**config.mk**
```make
export PLATFORM = sky130hd
export DESIGN_NAME = stack_mem_unit_flat
export DESIGN_NICKNAME = d
export VERILOG_FILES = /design/src/rtl/stack_mem_unit_if.sv /design/src/rtl/stack_mem_unit.sv /design/src/flat_wrapper.sv
export SDC_FILE = /design/constraint.sdc
export NUM_CORES = 1
export LEC_CHECK = 0
export BUFFER_PORTS_ARGS = -buffer_cell sky130_fd_sc_hd__buf_2
export CAP_MARGIN = 10
export CORE_AREA = 3 3 93 95
export DETAILED_ROUTE_END_ITERATION = 16
export DIE_AREA = 0 0 96 98
export PLACE_DENSITY = 0.86
export SLEW_MARGIN = 30
export SYNTH_ARGS = -nofsm -noshare
export SYNTH_HDL_FRONTEND = slang
export SYNTH_SLANG_ARGS = --single-unit
```
**constraint.sdc**
```tcl
create_clock -name clk -period 4.85 [get_ports clk]
set_input_delay 0.97 -clock clk [delete_from_list [all_inputs] [get_ports clk]]
set_output_delay 0.97 -clock clk [all_outputs]
set_load 0.005 [all_outputs]
```
**src/rtl/stack_mem_unit_if.sv**
```systemverilog
`timescale 1ns/1ps
// Data-memory bus between the stack memory unit (master) and a synchronous
// single-port data memory with one cycle of read latency (slave).
interface stack_mem_unit_if #(
  parameter int DATA_WIDTH = 16,
  parameter int ADDR_WIDTH = 12
);
  logic [ADDR_WIDTH-1:0] Mem_Addr;
  logic [DATA_WIDTH-1:0] Mem_Wdata;
  logic                  Mem_WE;
  logic                  Mem_RE;
  logic [DATA_WIDTH-1:0] Mem_Rdata;

  modport master (
    output Mem_Addr,
    output Mem_Wdata,
    output Mem_WE,
    output Mem_RE,
    input  Mem_Rdata
  );

  modport slave (
    input  Mem_Addr,
    input  Mem_Wdata,
    input  Mem_WE,
    input  Mem_RE,
    output Mem_Rdata
  );
endinterface

```
**src/rtl/stack_mem_unit.sv**
```systemverilog
`timescale 1ns/1ps
// Memory-stage stack datapath: owns SP, steers the data-memory bus for single
// and multi-word pushes/pops, and reassembles popped PC/flags for RET/RTI.
module stack_mem_unit #(
  parameter int          DATA_WIDTH = 16,
  parameter int          ADDR_WIDTH = 12,
  parameter int unsigned SP_INIT    = (32'd1 << ADDR_WIDTH) - 32'd1,
  parameter int          FLAG_WIDTH = 3
) (
  input  logic                  clk,
  input  logic                  rst,
  input  logic                  Is_Stack,
  input  logic                  MR,
  input  logic                  MW,
  input  logic [1:0]            State_Machine_Out,
  input  logic [1:0]            Machine_Stack,
  input  logic [31:0]           PC,
  input  logic [FLAG_WIDTH-1:0] Flags,
  input  logic [ADDR_WIDTH-1:0] Eff_Addr,
  input  logic [DATA_WIDTH-1:0] Wr_Data,
  stack_mem_unit_if.master      mem,
  output logic [ADDR_WIDTH-1:0] SP,
  output logic [31:0]           Ret_PC,
  output logic                  Ret_PC_Valid,
  output logic [FLAG_WIDTH-1:0] Ret_Flags,
  output logic                  Ret_Flags_Valid,
  output logic                  Stack_Err
);

  localparam logic [ADDR_WIDTH-1:0] SP_TOP = ADDR_WIDTH'(SP_INIT);
  localparam logic [ADDR_WIDTH-1:0] SP_ONE = ADDR_WIDTH'(1);

  localparam logic [1:0] PH_SINGLE = 2'b00;
  localparam logic [1:0] PH_WORD1  = 2'b01;
  localparam logic [1:0] PH_WORD2  = 2'b10;
  localparam logic [1:0] PH_WORD3  = 2'b11;

  localparam logic [1:0] MS_NONE     = 2'b00;
  localparam logic [1:0] MS_PC       = 2'b01;
  localparam logic [1:0] MS_FLAGS    = 2'b10;
  localparam logic [1:0] MS_PC_FLAGS = 2'b11;

  // Which Ret slice the word returning from memory next cycle belongs to.
  typedef enum logic [1:0] {
    TAG_NONE  = 2'b00,
    TAG_PC_LO = 2'b01,
    TAG_PC_HI = 2'b10,
    TAG_FLAGS = 2'b11
  } cap_tag_e;

  logic illegal;
  logic stack_push;
  logic stack_pop;
  logic overflow;
  logic underflow;
  logic multi_word;

  logic [DATA_WIDTH-1:0] push_word;
  cap_tag_e              pop_tag;
  logic                  pop_last;

  cap_tag_e cap_tag;
  logic     cap_last;
  logic     flags_seen;

  assign illegal    = MR & MW;
  assign stack_push = Is_Stack & MW & ~MR;
  assign stack_pop  = Is_Stack & MR & ~MW;
  assign overflow   = stack_push & (SP == '0);
  assign underflow  = stack_pop & (SP == SP_TOP);
  assign multi_word = (State_Machine_Out != PH_SINGLE) && (Machine_Stack != MS_NONE);

  // Push order is PC_hi, PC_lo, flags; anything outside a defined slot
  // falls back to a plain single-word write of Wr_Data.
  always_comb begin
    // NOTE: every combinational output gets a default first so no path can infer a latch.
    push_word = Wr_Data;
    if (multi_word) begin
      case (Machine_Stack)
        MS_PC: begin
          if (State_Machine_Out == PH_WORD1)      push_word = DATA_WIDTH'(PC[31:16]);
          else if (State_Machine_Out == PH_WORD2) push_word = DATA_WIDTH'(PC[15:0]);
        end
        MS_FLAGS: begin
          if (State_Machine_Out == PH_WORD1) push_word = DATA_WIDTH'(Flags);
        end
        MS_PC_FLAGS: begin
          case (State_Machine_Out)
            PH_WORD1: push_word = DATA_WIDTH'(PC[31:16]);
            PH_WORD2: push_word = DATA_WIDTH'(PC[15:0]);
            PH_WORD3: push_word = DATA_WIDTH'(Flags);
            default:  push_word = Wr_Data;
          endcase
        end
        default: push_word = Wr_Data;
      endcase
    end
  end

  // Pops come back in reverse push order; pop_last marks the read that
  // completes the sequence and therefore earns the Valid pulse.
  always_comb begin
    pop_tag  = TAG_NONE;
    pop_last = 1'b0;
    if (multi_word) begin
      case (Machine_Stack)
        MS_PC: begin
          if (State_Machine_Out == PH_WORD1) begin
            pop_tag = TAG_PC_LO;
          end else if (State_Machine_Out == PH_WORD2) begin
            pop_tag  = TAG_PC_HI;
            pop_last = 1'b1;
          end
        end
        MS_FLAGS: begin
          if (State_Machine_Out == PH_WORD1) begin
            pop_tag  = TAG_FLAGS;
            pop_last = 1'b1;
          end
        end
        MS_PC_FLAGS: begin
          case (State_Machine_Out)
            PH_WORD1: pop_tag = TAG_FLAGS;
            PH_WORD2: pop_tag = TAG_PC_LO;
            PH_WORD3: begin
              pop_tag  = TAG_PC_HI;
              pop_last = 1'b1;
            end
            default: pop_tag = TAG_NONE;
          endcase
        end
        default: pop_tag = TAG_NONE;
      endcase
    end
  end

  // The bus idles at all-zero unless a legal read or write is requested.
  always_comb begin
    mem.Mem_Addr  = '0;
    mem.Mem_Wdata = '0;
    mem.Mem_WE    = 1'b0;
    mem.Mem_RE    = 1'b0;
    if (!illegal) begin
      if (!Is_Stack) begin
        if (MR || MW) begin
          mem.Mem_Addr  = Eff_Addr;
          mem.Mem_Wdata = Wr_Data;
          mem.Mem_WE    = MW;
          mem.Mem_RE    = MR;
        end
      end else if (stack_push) begin
        mem.Mem_Addr  = SP;
        mem.Mem_Wdata = push_word;
        mem.Mem_WE    = ~overflow;
      end else if (stack_pop) begin
        mem.Mem_Addr = SP + SP_ONE;
        mem.Mem_RE   = ~underflow;
      end
    end
  end

  always_ff @(posedge clk or negedge rst) begin
    // NOTE: all state here uses non-blocking assignments so every register samples pre-edge values.
    if (!rst) begin
      SP              <= SP_TOP;
      Ret_PC          <= '0;
      Ret_PC_Valid    <= 1'b0;
      Ret_Flags       <= '0;
      Ret_Flags_Valid <= 1'b0;
      Stack_Err       <= 1'b0;
      cap_tag         <= TAG_NONE;
      cap_last        <= 1'b0;
      flags_seen      <= 1'b0;
    end else begin
      if (stack_push) begin
        if (overflow) Stack_Err <= 1'b1;
        else          SP        <= SP - SP_ONE;
      end else if (stack_pop) begin
        if (underflow) Stack_Err <= 1'b1;
        else           SP        <= SP + SP_ONE;
      end

      // A suppressed read returns nothing, so it carries no tag; that alone
      // keeps an underflowed sequence from ever reaching its Valid pulse.
      if (stack_pop && !underflow) begin
        cap_tag  <= pop_tag;
        cap_last <= pop_last;
      end else begin
        cap_tag  <= TAG_NONE;
        cap_last <= 1'b0;
      end

      case (cap_tag)
        TAG_PC_LO: Ret_PC[15:0]  <= Mem_Rdata_lo();
        TAG_PC_HI: Ret_PC[31:16] <= Mem_Rdata_lo();
        TAG_FLAGS: Ret_Flags     <= mem.Mem_Rdata[FLAG_WIDTH-1:0];
        default:   ;
      endcase

      Ret_PC_Valid    <= cap_last && (cap_tag == TAG_PC_HI);
      Ret_Flags_Valid <= cap_last && ((cap_tag == TAG_FLAGS) || flags_seen);

      if (underflow || cap_last)     flags_seen <= 1'b0;
      else if (cap_tag == TAG_FLAGS) flags_seen <= 1'b1;
    end
  end

  function automatic logic [15:0] Mem_Rdata_lo();
    return mem.Mem_Rdata[15:0];
  endfunction

endmodule

```
**src/flat_wrapper.sv**
```systemverilog
// flat-port wrapper written by rule: the top's interface ports become plain ports
module stack_mem_unit_flat 
#(
  parameter int          DATA_WIDTH = 16,
  parameter int          ADDR_WIDTH = 12,
  parameter int unsigned SP_INIT    = (32'd1 << ADDR_WIDTH) - 32'd1,
  parameter int          FLAG_WIDTH = 3
)
  (clk, rst, Is_Stack, MR, MW, State_Machine_Out, Machine_Stack, PC, Flags, Eff_Addr, Wr_Data, SP, Ret_PC, Ret_PC_Valid, Ret_Flags, Ret_Flags_Valid, Stack_Err, mem_Mem_Addr, mem_Mem_Wdata, mem_Mem_WE, mem_Mem_RE, mem_Mem_Rdata);
  stack_mem_unit_if #(.DATA_WIDTH(DATA_WIDTH), .ADDR_WIDTH(ADDR_WIDTH)) mem_i ();
  input  logic clk;
  input  logic rst;
  input  logic Is_Stack;
  input  logic MR;
  input  logic MW;
  input  logic [1:0] State_Machine_Out;
  input  logic [1:0] Machine_Stack;
  input  logic [31:0] PC;
  input  logic [FLAG_WIDTH-1:0] Flags;
  input  logic [ADDR_WIDTH-1:0] Eff_Addr;
  input  logic [DATA_WIDTH-1:0] Wr_Data;
  output logic [ADDR_WIDTH-1:0] SP;
  output logic [31:0] Ret_PC;
  output logic Ret_PC_Valid;
  output logic [FLAG_WIDTH-1:0] Ret_Flags;
  output logic Ret_Flags_Valid;
  output logic Stack_Err;
  output wire logic [$bits(mem_i.Mem_Addr)-1:0] mem_Mem_Addr;
  output wire logic [$bits(mem_i.Mem_Wdata)-1:0] mem_Mem_Wdata;
  output wire logic [$bits(mem_i.Mem_WE)-1:0] mem_Mem_WE;
  output wire logic [$bits(mem_i.Mem_RE)-1:0] mem_Mem_RE;
  input wire logic [$bits(mem_i.Mem_Rdata)-1:0] mem_Mem_Rdata;
  assign mem_Mem_Addr = mem_i.Mem_Addr;
  assign mem_Mem_Wdata = mem_i.Mem_Wdata;
  assign mem_Mem_WE = mem_i.Mem_WE;
  assign mem_Mem_RE = mem_i.Mem_RE;
  assign mem_i.Mem_Rdata = mem_Mem_Rdata;
  stack_mem_unit #(.DATA_WIDTH(DATA_WIDTH), .ADDR_WIDTH(ADDR_WIDTH), .SP_INIT(SP_INIT), .FLAG_WIDTH(FLAG_WIDTH)) u_core (.clk(clk), .rst(rst), .Is_Stack(Is_Stack), .MR(MR), .MW(MW), .State_Machine_Out(State_Machine_Out), .Machine_Stack(Machine_Stack), .PC(PC), .Flags(Flags), .Eff_Addr(Eff_Addr), .Wr_Data(Wr_Data), .mem(mem_i), .SP(SP), .Ret_PC(Ret_PC), .Ret_PC_Valid(Ret_PC_Valid), .Ret_Flags(Ret_Flags), .Ret_Flags_Valid(Ret_Flags_Valid), .Stack_Err(Stack_Err));
endmodule
```
==> metrics.cfg, run 1 <==
[drt]
wl_per_cell_um = 16.3
routed_wl_mm = 11.6
via_per_inst = 5.97
num_vias = 4258
drcViolationCount = 0
drt-initial-drc-count = 257
firstDrtPassIters = 5
ant_nets = 0

[synthesis]
synth_flop_cell = dfrtp_1
syn_area_per_cell_sq_um = 8.75
syn_inst = 472
synthMuxAreaShare = 0.127
synth-simple-area-share = 0.178
ys_ff_latch = 54
yosysTopAreaCellShare = 0.255
yosysMostFrequentCell = nand2_1
yosysSeqAreaShare = 0.331
ys_types = 60
synth_area_leaders = dfrtp_1, mux2_2, dfstp_2, a21oi_1, nand2_1
synth-compound-area-share = 0.244
synth_fa_ha_area_frac = 0.0212
synthesis.yosys.warnings = 0
synth_top_family_by_area = compound AO/OA/AOI/OAI gates
synth_top_cell_by_area = dfrtp_1
synth-edff-count = 0
syn_nets = 567
netlist_top_cells_count = nand2_1, a21oi_1, dfrtp_1
synth_xor_area_frac = 0.0339
async_flop_share = 1.00
syn_area_sq_um = 4130

[clocking]
clk_pin_slew_ns = 0.09
cts_sinks = 54
cts-root-buf = clkbuf_8
ctsHoldBuffers = 0
numCtsBuffers = 5
h-tree-depth = 2
clockBufferDepth = 2
ctsResizeCount = 0
tritoncts = yes
clkLatencyLatePin_ns = 0.30
cts_setup_buffers = 0

[grt]
busiest_layer = met2
overflow = 0
grt_use_met2 = 0.381
grt_pass1_wl_mm = 18.6
grtUsageTotal = 0.240
grt_max_degree = 55
grt_util_met3 = 0.0378
grt_antenna_before_repair = 0
grt_pass1_vias = 3891
grt_use_met1 = 0.331

[timing]
finalSetupTns_ns = 0
hold_viol_final = 0
setup_viol = 0
slew_viol_final = 0
max_freq_mhz = 251
grt_setup_unrepaired = no
slew_headroom = 0.340
period_needed_ns = 3.98
finClkSkew_ns = 0.00513
worst_pin_slew_ns = 0.988
timing.final.crit_share = 0.821

[floorplanning]
initial_core_util = 0.529
die_x_um = 96
dieArea_sq_um = 9410
core_area_sq_um = 7810
row_count = 32
fp.dieH_um = 98
pin_count = 168

[power]
leakagePower_nw = 2.36
power_density_nw_per_um2 = 345
ir_drop_uv = 157

[critical_path]
required_ns = 3.88
r2r-start = u_core.SP[0]
crit_type = input port to primary output
cp_max_fo = 48
cp.arrival_ns = 3.01
worst_setup_path_start_kind = input port
end_kind = primary output
startpoint = Is_Stack

[cells_and_area]
drive_gt1_frac = 0.394
nets = 705
fillers = 648
area_growth_pct = 21.6
diodes = 0
regArea_sq_um = 1370
final_cells = 713
final_core_util = 0.643
multi_input_area_sq_um = 2500

[flow_run]
drv_cap = 0

[placement]
port_buffers = 167
dp.cells = 705
dp_hpwl_mm = 8.87
gp_congestion = 0.880

[min_path]
hp-class = flop to flop
min_from = u_core.cap_last

[outcome]
status = completed

cells in the final DEF, fill, tap and decap left out, types with 3 or more instances in the layout:
master and n:
dfstp_2 12, a2bb2oi_1 3, clkbuf_8 6, o22ai_1 13, a31oi_1 5, nand2b_1 8
nor3_1 7, nand3_1 4, mux2_2 35, a22oi_1 15, dfrtp_1 42, mux2i_1 13
o21ai_0 20, a21oi_2 3, xnor2_1 8, nor2b_1 17, nor4_1 5, nand3b_1 3
o21ai_1 5, buf_4 5, nor2_1 20, xor2_1 8, o2bb2ai_1 3, inv_1 9
buf_2 167, a21o_1 11, nand2_1 57, a21oi_1 49, a221oi_1 11, ha_1 7
layer usage:
metal	wire, um	vias to the layer above
met5	0	-
met4	257	0
met3	1170	23
met2	5420	258
met1	4770	1978
li1	-	1999
cells by family after synthesis:
family | Yosys count
AOI/OAI and AO/OA | 155
and+or+nand+nor | 141
DFF | 54
buffers and inverters | 51
muxes | 48
xor gates and xnor gates | 16
adders and majority gates | 7
worst max-delay path, cell delays in order:
cell and delay (ns):
buf_2 0.58, and3b_1 0.51, nand2_1 0.42, a22oi_1 0.30
a21o_1 0.11, buf_2 0.10
report_power, final:
group / total (W) / internal [W] / leakage (nW) / switching (W)
logic: 0.000675 / 0.000345 / 1.68 / 0.000330
clock network: 0.000260 / 0.000118 / 0.0478 / 0.000142
registers: 0.000797 / 0.000606 / 0.628 / 0.000191
metrics by stage:
step                setup slack (ns)  hold slack (ns)  total power (W)  cell area, sq um
finish                         0.869            0.437          0.00173              5020
global route                   0.703            0.456          0.00186              5020
CTS                            0.888            0.442          0.00174              5020
detailed placement             0.886            0.429          0.00148              4920
global placement               0.989            0.426          0.00145              4920
floorplan                       1.62            0.412          0.00121              4130
layout make-up:
| type | instances | area share |
|---|---|---|
| Tap cell | 102 | 0.0254 |
| Inverter | 9 | 0.00673 |
| Sequential cell | 54 | 0.272 |
| Multi-Input combinational cell | 367 | 0.498 |
| Clock inverter | 2 | 0.00324 |
| Clock buffer | 6 | 0.0165 |
| Timing Repair Buffer | 173 | 0.178 |
worst paths after layout:
path	endpoint	slack [ns]	depth (start not counted)
setup / recovery	mem_Mem_Wdata[3]	0.87	6
hold / removal	u_core.flags_seen	0.44	1
min in group asynchronous	u_core.Ret_PC[18]	0.77	2
hold reg to reg	u_core.flags_seen	0.44	1
setup reg to reg	u_core.SP[10]	2.46	6
max in group asynchronous	u_core.Ret_PC[27]	3.64	2
registers in the layout (all words and copies together), names as in the netlist:
| name | count |
|---|---|
| u_core.Ret_Flags | 3 |
| u_core.Ret_Flags_Valid | 1 |
| u_core.Ret_PC | 32 |
| u_core.Ret_PC_Valid | 1 |
| u_core.SP | 12 |
| u_core.Stack_Err | 1 |
| u_core.cap_last | 1 |
| u_core.cap_tag | 2 |
| u_core.flags_seen | 1 |
No activity file was read; power rests on OpenSTA's default activity.
==> inputs of run 2 (changes only) <==
- CORE_AREA: 3 3 93 95 -> 3 3 96 98
- DIE_AREA: 0 0 96 98 -> 0 0 99 101
- PLACE_DENSITY: 0.86 -> 0.81
- clock period: 4.85 -> 3.95 ns (I/O delays scaled with it)
==> run 2 against run 1 <==
  * Routed wire length shrank 0.60%
  * Die area grew 6.3%
  * Cell count is 1.4% higher
  * Critical path type unchanged
  * Largest cell class unchanged
  * Largest power group unchanged
  * Highest routed layer unchanged
==> metrics.cfg, run 2 (synthesis gave the netlist of run 1 again) <==
[clocking]
cts_sinks = 54  ; unchanged
tritoncts = yes
h-tree-depth = 2  ; unchanged
cts-root-buf = clkbuf_8
clockBufferDepth = 2  ; unchanged
clkLatencyLatePin_ns = 0.30  ; about the same
ctsResizeCount = 0  ; unchanged
numCtsBuffers = 5  ; unchanged
clk_pin_slew_ns = 0.09  ; about the same
ctsHoldBuffers = 0  ; unchanged
cts_setup_buffers = 0  ; unchanged

[floorplanning]
initial_core_util = 0.483  ; -0.0460
fp.dieH_um = 101  ; +3.1%
core_area_sq_um = 8550  ; +9.5%
pin_count = 168  ; unchanged
row_count = 34  ; +6.3%
dieArea_sq_um = 10000  ; +6.3%
die_x_um = 99  ; +3.1%

[drt]
drt-initial-drc-count = 221  ; -14%
wl_per_cell_um = 16.0  ; -2.0%
routed_wl_mm = 11.6  ; -0.60%
firstDrtPassIters = 5  ; unchanged
num_vias = 4232  ; -0.61%
via_per_inst = 5.85  ; -2.0%
ant_nets = 0  ; unchanged
drcViolationCount = 0  ; unchanged

[grt]
grt_max_degree = 42  ; -24%
overflow = 0  ; unchanged
grt_antenna_before_repair = 0  ; unchanged
grt_pass1_vias = 3832  ; -1.5%
grt_pass1_wl_mm = 18.3  ; -1.4%
grtUsageTotal = 0.217  ; -0.0231

[timing]
max_freq_mhz = 295
slew_viol_final = 0  ; unchanged
timing.final.crit_share = 0.859
slew_headroom = 0.449  ; +0.109
setup_viol = 0  ; unchanged
worst_pin_slew_ns = 0.826  ; -0.162 ns
finClkSkew_ns = 0.00755  ; +0.00243 ns
period_needed_ns = 3.39
grt_setup_unrepaired = no
hold_viol_final = 0  ; unchanged
finalSetupTns_ns = 0  ; unchanged

[cells_and_area]
area_growth_pct = 22.8
nets = 709  ; +0.57%
final_common_cell = buf_2
final_core_util = 0.593  ; -0.0502
drive_gt1_frac = 0.397  ; +0.00231
diodes = 0  ; unchanged
layout_common_cells = buf_2, nand2_1, a21oi_1
top_regs = u_core.Ret_PC x32, u_core.SP x12, u_core.Ret_Flags x3
fillers = 758  ; +17%
largest_reg_flops = 32  ; unchanged
regMostFlops = u_core.Ret_PC
final_cells = 723  ; +1.4%

[power]
ir_drop_uv = 203  ; +29%
power_density_nw_per_um2 = 426  ; +24%
leakagePower_nw = 2.38  ; +1.0%

[placement]
dp_hpwl_mm = 8.78  ; -0.99%
gp_congestion = 0.887  ; +0.82%
port_buffers = 167  ; unchanged
dp.cells = 715  ; +1.4%

[outcome]
status = completed

[critical_path]
path_cells = buf_2 > inv_1 > ha_1 > buf_4 > a21boi_1 > a21oi_1 > o41ai_1 > buf_2
cp_max_fo = 37  ; -23%
end_kind = primary output
crit_type = input port to primary output
cp_common_cell = buf_2
slowest_stage = a21boi_1
required_ns = 3.16  ; -0.72 ns
cp.arrival_ns = 2.60  ; -0.41 ns
worst_setup_path_start_kind = input port
cpPeakStageDelay_ns = 0.46  ; -0.12 ns

[min_path]
hp-class = input port to async pin

[flow_run]
drv_cap = 0  ; unchanged

## run 2: changes by cell type in the layout (fill, tap and decap cells not counted), sizes merged
| cell | previous run | this run |
|---|---|---|
| bufinv | 0 | 1 |
| inv | 10 | 9 |
| buf | 173 | 177 |
## run 2: report_power, final
group | total, W | switching, W | internal, W
clock | 0.000359 | 0.000169 | 0.000189
sequential | 0.000971 | 0.000227 | 0.000743
combinational | 0.000832 | 0.000407 | 0.000425
## run 2: per-stage QoR
stage / setup WS, ns / power, W / area, sq um / hold slack [ns]
finish: 0.557 / 0.00216 / 5070 / 0.403
global route: 0.463 / 0.00231 / 5070 / 0.428
CTS: 0.623 / 0.00218 / 5070 / 0.416
detailed placement: 0.628 / 0.00181 / 4960 / 0.428
global placement: 0.419 / 0.00178 / 4950 / 0.424
floorplan: 1.08 / 0.00148 / 4130 / 0.412
## run 2: area by class of cell
type | count | area (sq um) | area share
Clock buffer | 6 | 72.6 | 0.0143
Clock inverter | 2 | 37.5 | 0.00741
Inverter | 9 | 33.8 | 0.00667
Tap cell | 108 | 135 | 0.0267
Multi-Input combinational cell | 367 | 2500 | 0.493
Sequential cell | 54 | 1370 | 0.270
Timing Repair Buffer | 177 | 923 | 0.182
## run 2: critical path: cells and delay by family
family | cells | cell delay, ns
fa+ha+maj | 1 | 0.21
compound gates | 3 | 0.98
buf+inv | 4 | 0.62
## run 2: worst paths after layout
check / startpoint / end / slack (ns) / cells after the start
setup / recovery: State_Machine_Out[1] / mem_Mem_Wdata[14] / 0.56 / 8
hold reg to reg: u_core.cap_last / u_core.flags_seen / 0.44 / 1
hold / removal: rst / u_core.Ret_PC[30] / 0.40 / 1
setup reg to reg: u_core.SP[0] / u_core.SP[3] / 1.53 / 6
max in group asynchronous: rst / u_core.cap_tag[1] / 2.76 / 2
min in group clk: u_core.cap_last / u_core.flags_seen / 0.44 / 1
## run 2: metal layers
layer / track usage / part of all wire / wire [um]
met5: 0 / 0 / 0
met4: 0.0567 / 0.014 / 156
met2: 0.360 / 0.48 / 5570
met1: 0.294 / 0.42 / 4840
met3: 0.0360 / 0.085 / 984
